[src/rtl/ym3438_reg_wr.sv]
// ym3438_reg_wr: CPU-side register write port for the OPN2 core.
// Latches address/data bus writes, paces data writes with a busy flag that
// counts slot ticks, holds the global LFO registers and the per-channel
// FNUM/block/PMS/AMS/LR registers, and presents the per-channel values of
// the channel currently being scanned.
// Optional build macro: YM3438_WR_QUEUE_EN adds a one-entry queue that
// holds the first data write received while busy.
module ym3438_reg_wr #(
  parameter int unsigned BUSY_TICKS = 32
) (
  input  logic        MCLK,
  input  logic        IC,
  input  logic        slot_tick,
  input  logic        cpu_wr,
  input  logic        cpu_a0,
  input  logic        cpu_a1,
  input  logic [7:0]  cpu_data,
  output logic        busy,
  output logic [7:0]  reg_21,
  output logic [3:0]  lfo,
  output logic [2:0]  ch_idx,
  output logic [10:0] fnum,
  output logic [2:0]  block,
  output logic [2:0]  pms,
  output logic [1:0]  ams,
  output logic [1:0]  lr
);

  localparam logic [7:0] BUSY_LOAD = 8'(BUSY_TICKS);

  logic        addr_wr;
  logic        data_wr;

  logic [7:0]  addr_q;
  logic        bank_q;
  logic [5:0]  fnum_hi_q;

  logic [10:0] fnum_q  [6];
  logic [2:0]  block_q [6];
  logic [2:0]  pms_q   [6];
  logic [1:0]  ams_q   [6];
  logic [1:0]  lr_q    [6];

  logic [7:0]  reg21_q;
  logic [3:0]  lfo_q;
  logic [7:0]  busy_cnt_q, busy_cnt_d;
  logic [2:0]  ch_cnt_q, ch_cnt_d;

  logic [2:0]  ch_idx_q;
  logic [10:0] fnum_out_q;
  logic [2:0]  block_out_q;
  logic [2:0]  pms_out_q;
  logic [1:0]  ams_out_q;
  logic [1:0]  lr_out_q;

  // Selected commit (from the bus or from the queue)
  logic        wr_en;
  logic        wr_bank;
  logic [7:0]  wr_addr;
  logic [7:0]  wr_data;

  // Decode results
  logic [1:0]  wr_c;
  logic        wr_ch_ok;
  logic [2:0]  wr_ch;
  logic        hit_21, hit_22, hit_hi, hit_fnum, hit_pan;

  assign addr_wr = cpu_wr & ~cpu_a0;
  assign data_wr = cpu_wr & cpu_a0;
  assign busy    = (busy_cnt_q != '0);

`ifdef YM3438_WR_QUEUE_EN
  logic        q_valid_q;
  logic        q_bank_q;
  logic [7:0]  q_addr_q;
  logic [7:0]  q_data_q;
  logic        q_cap;

  // Pick commit source: a held entry drains first once busy has fallen;
  // a bus write arriving in that same cycle is dropped.
  always_comb begin
    wr_en   = 1'b0;
    wr_bank = bank_q;
    wr_addr = addr_q;
    wr_data = cpu_data;
    q_cap   = 1'b0;
    if (!busy) begin
      if (q_valid_q) begin
        wr_en   = 1'b1;
        wr_bank = q_bank_q;
        wr_addr = q_addr_q;
        wr_data = q_data_q;
      end else if (data_wr) begin
        wr_en = 1'b1;
      end
    end else if (data_wr && !q_valid_q) begin
      q_cap = 1'b1;
    end
  end

  // One-entry queue: capture first write while busy, release on commit
  always_ff @(posedge MCLK) begin
    if (IC) begin
      q_valid_q <= 1'b0;
      q_bank_q  <= 1'b0;
      q_addr_q  <= '0;
      q_data_q  <= '0;
    end else if (q_cap) begin
      q_valid_q <= 1'b1;
      q_bank_q  <= bank_q;
      q_addr_q  <= addr_q;
      q_data_q  <= cpu_data;
    end else if (!busy && q_valid_q) begin
      q_valid_q <= 1'b0;
    end
  end
`else
  // Pick commit source: only bus writes, dropped while busy
  always_comb begin
    wr_en   = data_wr & ~busy;
    wr_bank = bank_q;
    wr_addr = addr_q;
    wr_data = cpu_data;
  end
`endif

  // Address decode of the committed write
  always_comb begin
    wr_c     = wr_addr[1:0];
    wr_ch_ok = (wr_c != 2'b11);
    wr_ch    = wr_bank ? (3'd3 + {1'b0, wr_c}) : {1'b0, wr_c};
    hit_21   = wr_en & ~wr_bank & (wr_addr == 8'h21);
    hit_22   = wr_en & ~wr_bank & (wr_addr == 8'h22);
    hit_hi   = wr_en & wr_ch_ok & (wr_addr[7:2] == 6'b1010_01);
    hit_fnum = wr_en & wr_ch_ok & (wr_addr[7:2] == 6'b1010_00);
    hit_pan  = wr_en & wr_ch_ok & (wr_addr[7:2] == 6'b1011_01);
  end

  // Busy counter and channel scan next state
  always_comb begin
    busy_cnt_d = busy_cnt_q;
    if (slot_tick && busy) busy_cnt_d = busy_cnt_q - 8'd1;
    if (wr_en) busy_cnt_d = BUSY_LOAD;
    ch_cnt_d = ch_cnt_q;
    if (slot_tick) ch_cnt_d = (ch_cnt_q == 3'd5) ? 3'd0 : ch_cnt_q + 3'd1;
  end

  // Bus latches, global registers and counters
  always_ff @(posedge MCLK) begin
    if (IC) begin
      addr_q     <= '0;
      bank_q     <= 1'b0;
      fnum_hi_q  <= '0;
      reg21_q    <= '0;
      lfo_q      <= '0;
      busy_cnt_q <= '0;
      ch_cnt_q   <= '0;
    end else begin
      if (addr_wr) begin
        addr_q <= cpu_data;
        bank_q <= cpu_a1;
      end
      if (hit_21) reg21_q   <= wr_data;
      if (hit_22) lfo_q     <= wr_data[3:0];
      if (hit_hi) fnum_hi_q <= wr_data[5:0];
      busy_cnt_q <= busy_cnt_d;
      ch_cnt_q   <= ch_cnt_d;
    end
  end

  // Per-channel register arrays
  always_ff @(posedge MCLK) begin
    if (IC) begin
      for (int unsigned i = 0; i < 6; i++) begin
        fnum_q[i]  <= '0;
        block_q[i] <= '0;
        pms_q[i]   <= '0;
        ams_q[i]   <= '0;
        lr_q[i]    <= '1;
      end
    end else begin
      if (hit_fnum) begin
        fnum_q[wr_ch]  <= {fnum_hi_q[2:0], wr_data};
        block_q[wr_ch] <= fnum_hi_q[5:3];
      end
      if (hit_pan) begin
        lr_q[wr_ch]  <= wr_data[7:6];
        ams_q[wr_ch] <= wr_data[5:4];
        pms_q[wr_ch] <= wr_data[2:0];
      end
    end
  end

  // Registered presentation of the scanned channel
  always_ff @(posedge MCLK) begin
    if (IC) begin
      ch_idx_q    <= '0;
      fnum_out_q  <= '0;
      block_out_q <= '0;
      pms_out_q   <= '0;
      ams_out_q   <= '0;
      lr_out_q    <= '1;
    end else begin
      ch_idx_q    <= ch_cnt_q;
      fnum_out_q  <= fnum_q[ch_cnt_q];
      block_out_q <= block_q[ch_cnt_q];
      pms_out_q   <= pms_q[ch_cnt_q];
      ams_out_q   <= ams_q[ch_cnt_q];
      lr_out_q    <= lr_q[ch_cnt_q];
    end
  end

  assign reg_21 = reg21_q;
  assign lfo    = lfo_q;
  assign ch_idx = ch_idx_q;
  assign fnum   = fnum_out_q;
  assign block  = block_out_q;
  assign pms    = pms_out_q;
  assign ams    = ams_out_q;
  assign lr     = lr_out_q;

endmodule

[config.mk]
export PLATFORM = sky130hd
export DESIGN_NAME = ym3438_reg_wr
export DESIGN_NICKNAME = d
export VERILOG_FILES = /design/src/rtl/ym3438_reg_wr.sv
export SDC_FILE = /design/constraint.sdc
export NUM_CORES = 1
export LEC_CHECK = 0
export CORE_ASPECT_RATIO = 0.7
export CORE_MARGIN = 2
export CORE_UTILIZATION = 60
export CTS_CLUSTER_SIZE = 24
export DETAILED_ROUTE_END_ITERATION = 8
export GPL_ROUTABILITY_DRIVEN = 1
export PLACE_DENSITY_LB_ADDON = 0.1
export SLEW_MARGIN = 0
export SYNTH_ARGS = -nofsm -noshare
export SYNTH_HDL_FRONTEND = slang
export SYNTH_SLANG_ARGS = --single-unit
[constraint.sdc]
create_clock -name MCLK -period 5.65 [get_ports MCLK]
set_input_delay 1.695 -clock MCLK [delete_from_list [all_inputs] [get_ports MCLK]]
set_output_delay 1.695 -clock MCLK [all_outputs]
set_load 0.01 [all_outputs]
### Word level (Yosys, flattened, before mapping)

Memory sizes are Yosys's and may differ from the RTL's. A register that Yosys moved wholly into a read port is not among the register bits.
Cells that the tools add are included.

| operators by class | value |
|---|---|
| add/subtract/negate cells | 3 |
| equality and inequality tests | 7 |
| mux-type cells | 27 |
| bitwise gates (word level) | 13 |
| reduce and logical (&&, ||, !) cells | 9 |

Operator list:

| operator | count |
|---|---|
| $mux W3 | 9 |
| $eq A6 B6 Y1 const B | 3 |
| $eq A8 B6 Y1 const B | 2 |
| $mux W1 | 13 |
| $mux W6 | 2 |
| $mux W11 | 1 |
| $reduce_or A11 Y1 | 1 |
| $and A1 B1 Y1 | 10 |
| $reduce_bool A8 Y1 | 1 |
| $sub A8 B1 Y8 const B | 1 |
| $reduce_or A2 Y1 | 3 |
| $reduce_or A3 Y1 | 2 |
| $mux W2 | 2 |
| $add A2 B2 Y3 const A | 1 |
| $add A3 B1 Y3 const B | 1 |
| $eq A3 B3 Y1 const B | 1 |
| $not A1 Y1 | 3 |
| $ne A2 B2 Y1 const B | 1 |
| $reduce_bool A2 Y1 | 1 |
| $logic_and A1 B1 Y1 | 1 |

| word-level totals | value |
|---|---|
| bits in registers | 41 |
| memory bits (writable) | 126 |
| input bits | 14 |
| logic and storage cells | 73 |
| memories kept | 5 |

Memory list:

| name | words | bits a word | read ports | clocked after Yosys merged registers in | wr ports | RTL line | text |
|---|---|---|---|---|---|---|---|
| fnum_q | 6 | 11 | 1 | 1 | 6 | 38 | `logic [10:0] fnum_q [6];` |
| block_q | 6 | 3 | 1 | 1 | 6 | 39 | `logic [2:0] block_q [6];` |
| pms_q | 6 | 3 | 1 | 1 | 6 | 40 | `logic [2:0] pms_q [6];` |
| ams_q | 6 | 2 | 1 | 1 | 6 | 41 | `logic [1:0] ams_q [6];` |
| lr_q | 6 | 2 | 1 | 1 | 6 | 42 | `logic [1:0] lr_q [6];` |

### Longest topological paths before layout

Gate-level depths: netlist (run 1).

| logic depth | value |
|---|---|
| depth in word-level cells | 10 |
| mapped depth | 9 |

### Worst setup path after synthesis (run 1)

Ideal clock, no wire load.

| path | value |
|---|---|
| kind | input -> register |
| start | input IC |
| end | memory block_q[6][0], enable pin |
| library setup time | 403 ps |
| data arrival time | 3,402 ps |
| required time | 5,247 ps |
| slack | 1,846 ps |
| stages | 3 |
| path buffers | 1 |
| cell sequence | clkbuf_1 > or3_1 > nor3_1 |

RTL lines:

| what | RTL line | text |
|---|---|---|
| from (decl) | 12 | `input logic IC,` |
| to (decl) | 39 |  |

### Final worst setup path (run 1)

| path | value |
|---|---|
| start | register busy_cnt_q[0] |
| end | output busy |

| on the way | value |
|---|---|
| cells in the longest elaborated chain, start to end | 1 |

Ends and longest elaborated chain:

| what | RTL line | text |
|---|---|---|
| from (decl) | 46 | `logic [7:0] busy_cnt_q, busy_cnt_d;` |
| from (signal assigned) | 166 | `busy_cnt_q <= busy_cnt_d;` |
| $reduce_bool A8 Y1 | 70 | `assign busy = (busy_cnt_q != '0);` |
| to (decl) | 18 | `output logic busy,` |

Every way passes these cells.

==> impl_metrics.yaml, run 1 <==
finish:
  diodes: 0
  syn_to_final_growth_pct: 13.7
  stdcell_area_um2: 11100
  final_cells: 970
  final_common_cell: "edfxtp_1"
  drive_gt1_share_pct: 13.2
  nets: 775
  mostFrequentLayoutCells: "168 x edfxtp_1, 112 x nor2_1, 60 x dfxtp_1"
timing:
  period_share_pct: 68.0
  fin_skew_ns: 0.0117
  fmax_ghz: 0.260
  hold_violations: 0
  fin_setup_tns_ns: 0
  maxSlewHeadroom_pct: 26.0
  finalSetupViolations: 0
  rsz0062_at_grt: "false"
  final_max_slew_viol_count: 0
  post-route-min-period_ns: 3.84
  worst_pin_slew_ns: 1.11
global_route:
  track_usage_pct: 25.3
  grt_max_degree: 50
  antenna_found_initial: 1
  first_global_vias: 5768
  gr-total-overflow: 0
  grt_pass1_wl_um: 32800
synth:
  ys_seq_area_share_pct: 64.6
  synth_edf_count: 168
  netlist_area_um2: 9730
  synth.distinct_cells: 49
  async_flop_share_pct: 0
  synth-seq-cells: 230
  syn_area_per_cell_um2: 13.6
  syn_inst: 713
  synthFlopType: "edfxtp_1"
  synth.net_count: 733
  ys_warn_count: 0
cts:
  cts_tree: "built"
  clockRootBuffer: "clkbuf_16"
  cts-resized-gates: 0
  cts_hold_repair.buffers: 0
  clk_latency_ns: 0.50
  cts_buffer_depth: 3
  clk_pin_slew_ns: 0.06
  htreeDepth: 1
  post_cts_buffers: 0
  numCtsBuffers: 22
  cts_num_sinks: 230
critical_path:
  critPathArrivalTime_ns: 2.14
  max_stage_delay_ns: 0.52
  path_cells: "inv_1 > ha_1 > nor3b_1 > buf_4 > nand2_1 > clkdlybuf4s50_1"
  crit_path_end_kind: "output port"
  crit_type: "reg2out"
  cp_max_fo: 11
  critPathLaunchType: "register"
  slowest_stage: "clkdlybuf4s50_1"
  cp.required_ns: 3.95
die:
  rows: 38
  coreArea_um2: 15700
  die_x_um: 156
  initial_core_util_pct: 62.0
  io_pins: 51
  die_area_um2: 17300
  die_y_um: 111
drt:
  vias_per_cell: 6.07
  postRouteAntennaNets: 0
  drc_errors: 0
  drtPass1Iterations: 5
  drt_iter0_drc: 615
  wl_per_cell_um: 21.7
  vias: 5890
  routed_wl_um: 21000
power:
  p_leak_uw: 0.00374
  p_per_area_nw_per_um2: 353
  vdd_ir_drop_max_mv: 0.369
outcome:
  status: "complete, no violations"
placement:
  dpl_cell_area_um2: 10400
  port_buffers: 50
  dp_hpwl_um: 13800
  dp.cells: 931
  place_congestion: 0.821
hold_path:
  hold_class: "reg2reg"
run:
  cap_violations: 0
Yosys cell counts (9+ instances only):
cell type	count	share of area (%)
edfxtp_1	168	52
nor2_1	112	4.3
dfxtp_1	62	13
nand2_1	52	2.0
mux4_2	42	9.7
and2_1	41	2.6
mux2i_1	31	3.2
nand2b_1	24	1.5
a21oi_1	22	1.1
clkbuf_1	20	0.77
nand3_1	14	0.72
buf_2	12	0.62
nand4_1	11	0.71
o21ai_0	10	0.51
inv_1	9	0.35
nor2b_1	9	0.58
kinds of logic after synthesis:
family          count (synthesis)  share of synthesized area (%)
compound gates                 55                           3.55
simple gates                  296                           15.6
mux                            73                           12.9
fa+ha+maj                       6                          0.772
flops                         230                           64.6
xor+xnor                        4                          0.360
buf+inv                        49                           2.21
metal layers:
metal / GRT usage (%) / routed length (um)
met1: 40.3 / 9400
met2: 36.5 / 9200
met3: 4.91 / 1990
met4: 5.32 / 424
met5: 0 / 0
state kept, by name (all words and copies together), names as in the netlist, 4 cells and up:
name        cells
reg_21          8
block_q        24
lfo             4
lr_q           16
fnum_hi_q       6
ams_q          16
fnum           11
pms_q          24
busy_cnt_q      8
fnum_q         88
addr_q          8
worst paths after layout:
check | endpoint | depth (start not counted) | slack [ns] | from
setup / recovery | busy | 6 | 1.81 | busy_cnt_q[0]
hold / removal | reg_21[6] | 2 | 0.48 | reg_21[6]
setup reg to reg | fnum_q[5][9] | 6 | 2.96 | busy_cnt_q[0]
hold reg to reg | reg_21[6] | 2 | 0.48 | reg_21[6]
critical path, delay by kind of cell (launching register included):
family,cells,cell delay (ns)
AND/OR/NAND/NOR,2,0.33
buffers and inverters,3,0.84
adder cells (fa/ha/maj),1,0.17
flip-flops,1,0.31
metrics by stage:
| step | util (%) | setup WS (ns) | total power, uW | hold WS [ns] |
|---|---|---|---|---|
| after floorplan | - | 1.85 | 2350 | 0.440 |
| after global placement | 66.0 | 1.65 | 2510 | 0.455 |
| after detailed placement | 66.0 | 1.55 | 2530 | 0.462 |
| after CTS | 70.5 | 1.80 | 3920 | 0.471 |
| after global routing | 70.5 | 1.65 | 4050 | 0.487 |
| final | 70.5 | 1.81 | 3900 | 0.478 |
cell type report:
type	count	area, um^2
clock buffers	35	681
well taps	200	250
inverters	9	33.8
repair buffers	58	556
flip-flops and latches	230	6290
clock inverters	4	17.5
fillers	1059	4630
multi-input cells	434	3230
power by group:
part | switching, uW | internal [uW]
Clock | 587 | 822
Combinational | 338 | 229
Sequential | 56.8 | 1870
Total | 981 | 2920
Power figures use the tool's default switching activity.
==> run 2, diff against run 1 <==
--- a/config.mk
+++ b/config.mk
@@ -7,7 +7,7 @@
 export LEC_CHECK = 0
 export CORE_ASPECT_RATIO = 0.7
 export CORE_MARGIN = 2
-export CORE_UTILIZATION = 60
+export CORE_UTILIZATION = 54
 export CTS_CLUSTER_SIZE = 24
 export DETAILED_ROUTE_END_ITERATION = 8
 export GPL_ROUTABILITY_DRIVEN = 1
==> constraint.sdc (replaced) <==
create_clock -name MCLK -period 3.25 [get_ports MCLK]
set_input_delay 0.975 -clock MCLK [delete_from_list [all_inputs] [get_ports MCLK]]
set_output_delay 0.975 -clock MCLK [all_outputs]
set_load 0.01 [all_outputs]
==> run 2 against run 1 <==
  * Wire length increased by 4.2%
  * Worst hold slack worse by 0.0093 ns
  * Total power up 80%
  * Die area rose by 11%
  * Count of clock-buffer cells in the layout shrank 5
  * Global-route usage down 1.4 points
  * Via count increased by 1.4%
  * Critical path type unchanged
  * Largest cell class unchanged
==> impl_metrics.yaml, run 2 (synthesis gave the netlist of run 1 again) <==
finish:
  fill_cells: 1328
  mostFrequentLayoutCells: "168 x edfxtp_1, 112 x nor2_1, 60 x dfxtp_1"
  register_area_um2: 6290
  nets: 794
  top_regs: "fnum_q: 88 flops, block_q: 24 flops, pms_q: 24 flops"
  syn_to_final_growth_pct: 16.9
  finalCoreUtilization_pct: 63.7
  multiInputGateArea_um2: 3230
  diodes: 0
  drive_gt1_share_pct: 15.8
  final_common_cell: "edfxtp_1"
  regMostFlops: "fnum_q"
  largest_register_ffs: 88
timing:
  rsz0062_at_grt: "false"
  fin_setup_tns_ns: 0
  maxSlewHeadroom_pct: 45.8
  final_max_slew_viol_count: 0
  post-route-min-period_ns: 3.13
  hold_violations: 0
  finalSetupViolations: 0
  fmax_ghz: 0.319
  finalWorstSetupSlack_ns: 0.117
  period_share_pct: 96.4
  worst_pin_slew_ns: 0.811
  fin_skew_ns: 0.0149
drt:
  top_layer: "met4"
  drt_iter0_drc: 601
  drc_errors: 0
  met2WireLength_um: 9270
  postRouteAntennaNets: 0
  wl_per_cell_um: 21.3
  dr_wl_met3_um: 1950
  vias: 5975
  wl_met1_um: 10400
  drtPass1Iterations: 7
  routed_wl_um: 21900
  vias_per_cell: 5.82
die:
  coreArea_um2: 17900
  io_pins: 51
  rows: 41
  die_y_um: 116
  die_x_um: 164
  die_area_um2: 19100
  initial_core_util_pct: 54.5
power:
  p_leak_uw: 0.00388
  p_per_area_nw_per_um2: 620
  vdd_ir_drop_max_mv: 0.628
cts:
  clk_pin_slew_ns: 0.06
  cts_tree: "built"
  cts_buffer_depth: 3
  cts-resized-gates: 0
  post_cts_buffers: 0
  clk_latency_ns: 0.51
  numCtsBuffers: 22
  clockRootBuffer: "clkbuf_16"
  cts_num_sinks: 230
  cts_hold_repair.buffers: 0
  htreeDepth: 1
placement:
  port_buffers: 50
  place_congestion: 0.832
  post-place-ws_ns: 0.136
  dp_hpwl_um: 15000
run:
  cap_violations: 0
global_route:
  track_usage_pct: 23.9
  antenna_found_initial: 1
  grt_max_degree: 30
  grt_pass1_wl_um: 33900
  gr-total-overflow: 0
  first_global_vias: 5836
critical_path:
  reg2reg_to: "fnum_q[1][0]"
  crit_start: "busy_cnt_q[1]"
  regToRegSetupSlack_ns: 0.69
  crit_path_end_kind: "output port"
  crit_type: "reg2out"
  critPathLaunchType: "register"
  cp.required_ns: 2.27
  reg2reg_depth: 6
  cp_max_fo: 11
  critPathArrivalTime_ns: 2.16
  cp-endpoint: "busy"
  r2r-start: "busy_cnt_q[0]"
outcome:
  status: "complete, no violations"
hold_path:
  hold_class: "reg2reg"
## run 2: stage by stage
stage               total power [uW]  instances  area [um^2]  hold slack [ns]
floorplan                       4090        713         9730            0.440
global placement                4410        986        10600            0.453
detailed placement              4440        986        10600            0.459
CTS                             7100       1026        11400            0.467
global route                    7330       1026        11400            0.491
finish                          7050       1026        11400            0.468
## run 2: worst min path at each step
stage              start        end  slack [ns]  depth (start not counted)
6_report       addr_q[7]  addr_q[7]        0.47                          2
5_1_grt        addr_q[7]  addr_q[7]        0.49                          2
4_1_cts        addr_q[7]  addr_q[7]        0.47                          2
3_5_place_dp   addr_q[7]  addr_q[7]        0.46                          2
3_3_place_gp   addr_q[7]  addr_q[7]        0.45                          2
2_1_floorplan  addr_q[5]  addr_q[5]        0.44                          2
## run 2: worst max-delay path, cell delays in order, from the launching register on
cell and delay [ns]:
dfxtp_1 0.36, inv_1 0.09, ha_1 0.19, nor3b_1 0.14
buf_4 0.18, nand2_1 0.14, clkdlybuf4s50_1 0.56
## run 2: final cells by class
class | instances | area share (%)
Clock inverter | 10 | 1.13
Timing Repair Buffer | 77 | 6.69
Clock buffer | 30 | 5.56
Tap cell | 236 | 2.60
Sequential cell | 230 | 55.3
Inverter | 9 | 0.297
Multi-Input combinational cell | 434 | 28.4
## run 2: layer usage
metal / GRT usage, % / vias to the layer above
li1: - / 2728
met1: 38.1 / 2977
met2: 34.2 / 246
met3: 4.79 / 24
met4: 5.04 / 0
met5: 0 / -
## run 2: where the power goes
group | leakage (uW) | internal, uW | switching [uW]
Combinational | 0.00125 | 433 | 592
Sequential | 0.00225 | 3250 | 110
Clock | 0.000370 | 1600 | 1060
==> run 3, diff against run 2 <==
--- a/config.mk
+++ b/config.mk
@@ -5,13 +5,17 @@
 export SDC_FILE = /design/constraint.sdc
 export NUM_CORES = 1
 export LEC_CHECK = 0
+export CELL_PAD_IN_SITES_DETAIL_PLACEMENT = 2
+export CELL_PAD_IN_SITES_GLOBAL_PLACEMENT = 2
 export CORE_ASPECT_RATIO = 0.7
 export CORE_MARGIN = 2
-export CORE_UTILIZATION = 54
+export CORE_UTILIZATION = 39
 export CTS_CLUSTER_SIZE = 24
 export DETAILED_ROUTE_END_ITERATION = 8
 export GPL_ROUTABILITY_DRIVEN = 1
 export PLACE_DENSITY_LB_ADDON = 0.1
+export SKIP_CTS_REPAIR_TIMING = 1
+export SKIP_LAST_GASP = 1
 export SLEW_MARGIN = 0
 export SYNTH_ARGS = -nofsm -noshare
 export SYNTH_HDL_FRONTEND = slang
==> run 3 against run 2 <==
  * Worst hold slack improved by 0.0072 ns
  * Sequential share of layout area decreased by 0.96 points
  * Global-route usage is 1.3 points lower
  * Worst setup slack improved by 0.037 ns
  * Count of clock-buffer cells in the layout increased by 2
  * Die area up 37%
  * Core utilization down 17 points
  * Fmax rose by 1.2%
  * Clock power about the same
  * Sequential power barely moved
  * Final cell count is 9.6% higher
  * Register-to-register slack worse by 0.14 ns
  * Critical endpoint unchanged
  * Largest cell class unchanged
  * Highest routed layer is now met5
==> impl_metrics.yaml, run 3 (synthesis gave the netlist of run 1 again) <==
hold_path:
  hold_end: "lfo[1]"
  hold_class: "reg2reg"
  whs_path_depth: 2
  hp-start: "lfo[1]"
cts:
  clk_latency_ns: 0.51
  cts_buffer_depth: 3
  cts_num_sinks: 230
  clockRootBuffer: "clkbuf_16"
  htreeDepth: 1
  numCtsBuffers: 23
  clk_pin_slew_ns: 0.06
  cts_tree: "built"
critical_path:
  crit_type: "reg2out"
  cp.required_ns: 2.27
  r2r-start: "busy_cnt_q[0]"
  regToRegSetupSlack_ns: 0.55
  max_stage_delay_ns: 0.54
  slowest_stage: "clkdlybuf4s50_1"
  reg2reg_to: "fnum_q[2][8]"
  critPathArrivalTime_ns: 2.12
  cp_max_fo: 5
  crit_path_end_kind: "output port"
  crit_buf_inv: 2
  critPathLaunchType: "register"
  path_cells: "inv_1 > ha_1 > nor3b_1 > nand2_1 > clkdlybuf4s50_1"
  cp_top_family: "buffers and inverters"
  reg2reg_depth: 6
power:
  p_per_area_nw_per_um2: 616
  seqPwrFrac_pct: 47.4
  swShare_pct: 26.6
  p_comb_share_pct: 15.6
  p_leak_uw: 0.00392
  switchingPower_uw: 1900
  p_int_uw: 5240
  finalPower_uw: 7130
  vdd_ir_drop_max_mv: 0.561
  clkPwrFrac_pct: 37.0
finish:
  mostFrequentLayoutCells: "168 x edfxtp_1, 112 x nor2_1, 60 x dfxtp_1"
  syn_to_final_growth_pct: 19.0
  regMostFlops: "fnum_q"
  drive_gt1_share_pct: 16.4
  largest_register_ffs: 88
  fill_cells: 2348
  multiInputGateArea_um2: 3230
  diodes: 0
  top_regs: "fnum_q: 88 flops, block_q: 24 flops, pms_q: 24 flops"
  stdcell_area_um2: 11600
  nets: 804
  finalCoreUtilization_pct: 47.1
  final_cells: 1125
  register_area_um2: 6290
  final_common_cell: "edfxtp_1"
drt:
  drtPass1Iterations: 5
  vias: 6154
  drc_errors: 0
  vias_per_cell: 5.47
  routed_wl_um: 28300
  postRouteAntennaNets: 0
  drt_iter0_drc: 424
  wl_per_cell_um: 25.2
timing:
  worst_pin_slew_ns: 1.06
  fmax_ghz: 0.323
  post-route-min-period_ns: 3.10
  fin_skew_ns: 0.00890
  maxSlewHeadroom_pct: 29.4
  final_max_slew_viol_count: 0
  rsz0062_at_grt: "false"
  finalSetupViolations: 0
  hold_violations: 0
  period_share_pct: 95.3
  timing.hold.ws_ns: 0.475
placement:
  dp.cells: 1084
  dpl_cell_area_um2: 10800
  dp_hpwl_um: 20300
  place_congestion: 0.784
  port_buffers: 50
die:
  initial_core_util_pct: 39.6
  die_y_um: 136
  die_area_um2: 26200
  io_pins: 51
  rows: 48
  die_x_um: 193
  coreArea_um2: 24600
global_route:
  track_usage_pct: 22.6
  gr-total-overflow: 0
  antenna_found_initial: 4
  grt_max_degree: 51
  grt_pass1_wl_um: 43000
  first_global_vias: 6730
run:
  cap_violations: 0
outcome:
  status: "complete, no violations"
-- run 3: through the flow --
| stage | worst slack (ns) | TNS [ns] |
|---|---|---|
| floorplan | 0.166 | 0 |
| global placement | 0.115 | 0 |
| detailed placement | -0.00588 | -0.0710 |
| CTS | 0.116 | 0 |
| global route | 0.0309 | 0 |
| finish | 0.154 | 0 |
-- run 3: worst reg2reg max path, cell delays in order (launching register included) --
cell and delay, ns:
dfxtp_1 0.32, inv_1 0.12, ha_1 0.19, or3b_2 0.56, nor3_2 0.37, and2_1 0.33
a31o_2 0.46
-- run 3: power groups by stage --
| stage | Clock (uW) | Sequential, uW | Combinational, uW |
|---|---|---|---|
| after floorplan | 0 | 3390 | 702 |
| after global placement | 0 | 3420 | 1060 |
| after detailed placement | 0 | 3440 | 1110 |
| after CTS | 2720 | 3380 | 1120 |
| after global routing | 2810 | 3400 | 1210 |
| final | 2640 | 3380 | 1110 |
-- run 3: layer usage --
metal	track usage, %	part of all wire [%]
met3	3.95	5.8
met1	33.4	47
met5	0	0.046
met2	35.1	45
met4	4.66	1.9
-- run 3: worst max path at each step --
stage,from,slack [ns],to,cells past startpoint
finish,busy_cnt_q[0],0.15,busy,5
floorplan,IC,0.17,block_q[6][0],3
global placement,cpu_wr,0.11,fnum_q[2][8],5
detailed placement,cpu_wr,-0.006,fnum_q[2][4],5
CTS,busy_cnt_q[0],0.12,busy,5
global route,busy_cnt_q[0],0.03,busy,5
-- run 3: area by class of cell --
class                      instances  area share [%]
tap                              325            3.51
multi-input combinational        434            27.9
clock buffer                      32            5.53
inverter                           9           0.292
timing repair buffer              86            7.59
sequential                       230            54.3
clock inverter                     9           0.800
==> RTL change (flow settings as in run 1) <==
Register the output `lfo` once more, without a reset; this adds one clock of latency there. The other outputs are not delayed to match.
--- a/src/rtl/ym3438_reg_wr.sv
+++ b/src/rtl/ym3438_reg_wr.sv
@@ -213,3 +213,5 @@
   assign reg_21 = reg21_q;
-  assign lfo    = lfo_q;
+  always_ff @(posedge MCLK) begin
+    lfo <= lfo_q;
+  end
   assign ch_idx = ch_idx_q;
Behaviour: not the same (Yosys sat finds a counterexample within 4 cycles, from zero or initial values).
==> RTL change against run 1 <==
Sequential cell count grew 4; critical path type unchanged; sequential share of layout area is 1.1 points lower; largest power group unchanged; clock power is 9.9% higher; hold slack got worse by 0.12 ns; combinational power fell by 8.3%; area after synthesis is 2.9% higher; total power increased by 3.4%; first-iteration DRC count fell by 18%; worst setup slack got worse by 0.26 ns; critical path depth decreased by 3; count of clock-buffer cells in the layout shrank 4; final cell count up 1.1%; routed wire length rose by 1.6%; cell area grew 3.4%.
==> RTL change: results (changes against run 1) <==
| Metric | Value |
|---|---|
| DR iter-0 viols | 503 (-18%) |
| Status | complete, no violations |
| VDD IR max | 0.0003465 V (-6.0%) |
| Max stage delay on crit path | 0.55 ns (+0.03 ns) |
| Leading post-synthesis cells by cell area | edfxtp_1 50%, dfxtp_1 13%, mux4_2 9.5% |
| Synthesized area | 0.01000 mm^2 (+2.9%) |
| R2R setup slack | 2.42 ns (-0.54 ns) |
| WHS | 0.3546 ns (-0.1229 ns) |
| Worst Path Max Fanout | 7 (-4) |
| XOR/XNOR share of the synthesized area | 0.2627% (-0.098 points) |
| Fill count | 1091 (+3.0%) |
| Layout Nets | 760 (-1.9%) |
| Layout Skew | 0.01314 ns (+0.001442 ns) |
| Syn_nets | 724 (-1.2%) |
| Post-Synth Adder-Cell Area | 0.7505% (-0.021 points) |
| First-pass GRT wire length | 33.11 mm (+0.97%) |
| Power Internal | 0.003047 W (+4.3%) |
| Synth Area in Compound Gates | 3.315% (-0.24 points) |
| Number of global-route vias before repair | 5833 (+1.1%) |
| Final GP Congestion | 0.8498 (+3.6%) |
| Actual slew at the worst max-slew pin | 1.107 ns (+0.0008556 ns) |
| Max frequency | 0.2437 GHz (-6.4%) |
| Placement Cell Area | 0.01065 mm^2 (+2.8%) |
| Initial antenna violation count | 0 (-1) |
| Synth unique cells | 56 (+14%) |
| Syn Inst Count | 704 (-1.3%) |
| Seq/Total Area, Yosys | 63.64% (-0.99 points) |
| Hpwl dp | 14.03 mm (+1.8%) |
| Placed insts | 941 (+1.1%) |
| GRT Util Overall | 25.11% (-0.15 points) |
| Finished Layout Cells | 981 (+1.1%) |
| Proportion of synthesized area in mux cells | 12.66% (-0.26 points) |
| ANT cells | 0 (unchanged) |
| Synth top cells by count | 168 x edfxtp_1, 115 x and2_1, 66 x dfxtp_1, 42 x mux4_2, 42 x nand2_1 |
| Largest net degree at the start of global routing | 55 (+10%) |
| Via density | 5.941 (-2.2%) |
| Leakage power | 4.017 nW (+7.4%) |
| Share of layout cells above drive strength 1 | 16.01% (+2.8 points) |
| Delay-heaviest family, CP | simple AND/OR/NAND/NOR gates |
[RTL change: cell count changes after synthesis, moves of 8 or more]
cell	change
clkbuf_1	+8
nor2_1	-78
and2_1	+74
nand2b_1	-11
nand2_1	-10
nand3_1	-8
[RTL change: final timing paths]
kind | cells after the start | from | endpoint
max | 3 | busy_cnt_q[3]$_SDFFE_PP0P_ | busy
min | 0 | lfo_q[0]$_SDFFE_PP0P_ | lfo[0]$_DFF_P_
max reg2reg | 5 | addr_q[0]$_SDFFE_PP0P_ | pms_q[7][1]$_DFFE_PP_
min reg2reg | 0 | lfo_q[0]$_SDFFE_PP0P_ | lfo[0]$_DFF_P_
[RTL change: routing by layer]
metal,global-route usage [%],routed length [um],vias to the layer above
met5,0,0,-
met4,7.087,510,0
met3,5.405,1791,48
met2,36.84,9505,262
met1,38.56,9538,2849
li1,-,-,2669
[RTL change: power groups by stage]
stage / sequential [W] / clock (W) / combinational, W
after floorplan: 0.00197 / 0 / 0.000407
after global placement: 0.00200 / 0 / 0.000504
after detailed placement: 0.00200 / 0 / 0.000517
after CTS: 0.00196 / 0.00157 / 0.000521
after global routing: 0.00197 / 0.00163 / 0.000567
final: 0.00196 / 0.00155 / 0.000520
[RTL change: layout make-up]
cell class              instances  area (um^2)  area share (%)
repair buffers                 63        593.1           5.188
clock buffers                  31        710.7           6.216
multi-input cells             414         3387           29.63
inverters                       5        18.77          0.1642
flip-flops and latches        234         6369           55.71
clock inverters                 9        72.57          0.6348
well taps                     225        281.5           2.463
[RTL change: cell families after synthesis]
family                   count (synthesis)
multiplexers                            74
AO/OA/AOI/OAI                           55
AND/OR/NAND/NOR                        276
XOR/XNOR                                 3
adder cells (fa/ha/maj)                  6
buffers and inverters                   56
flip-flops                             234
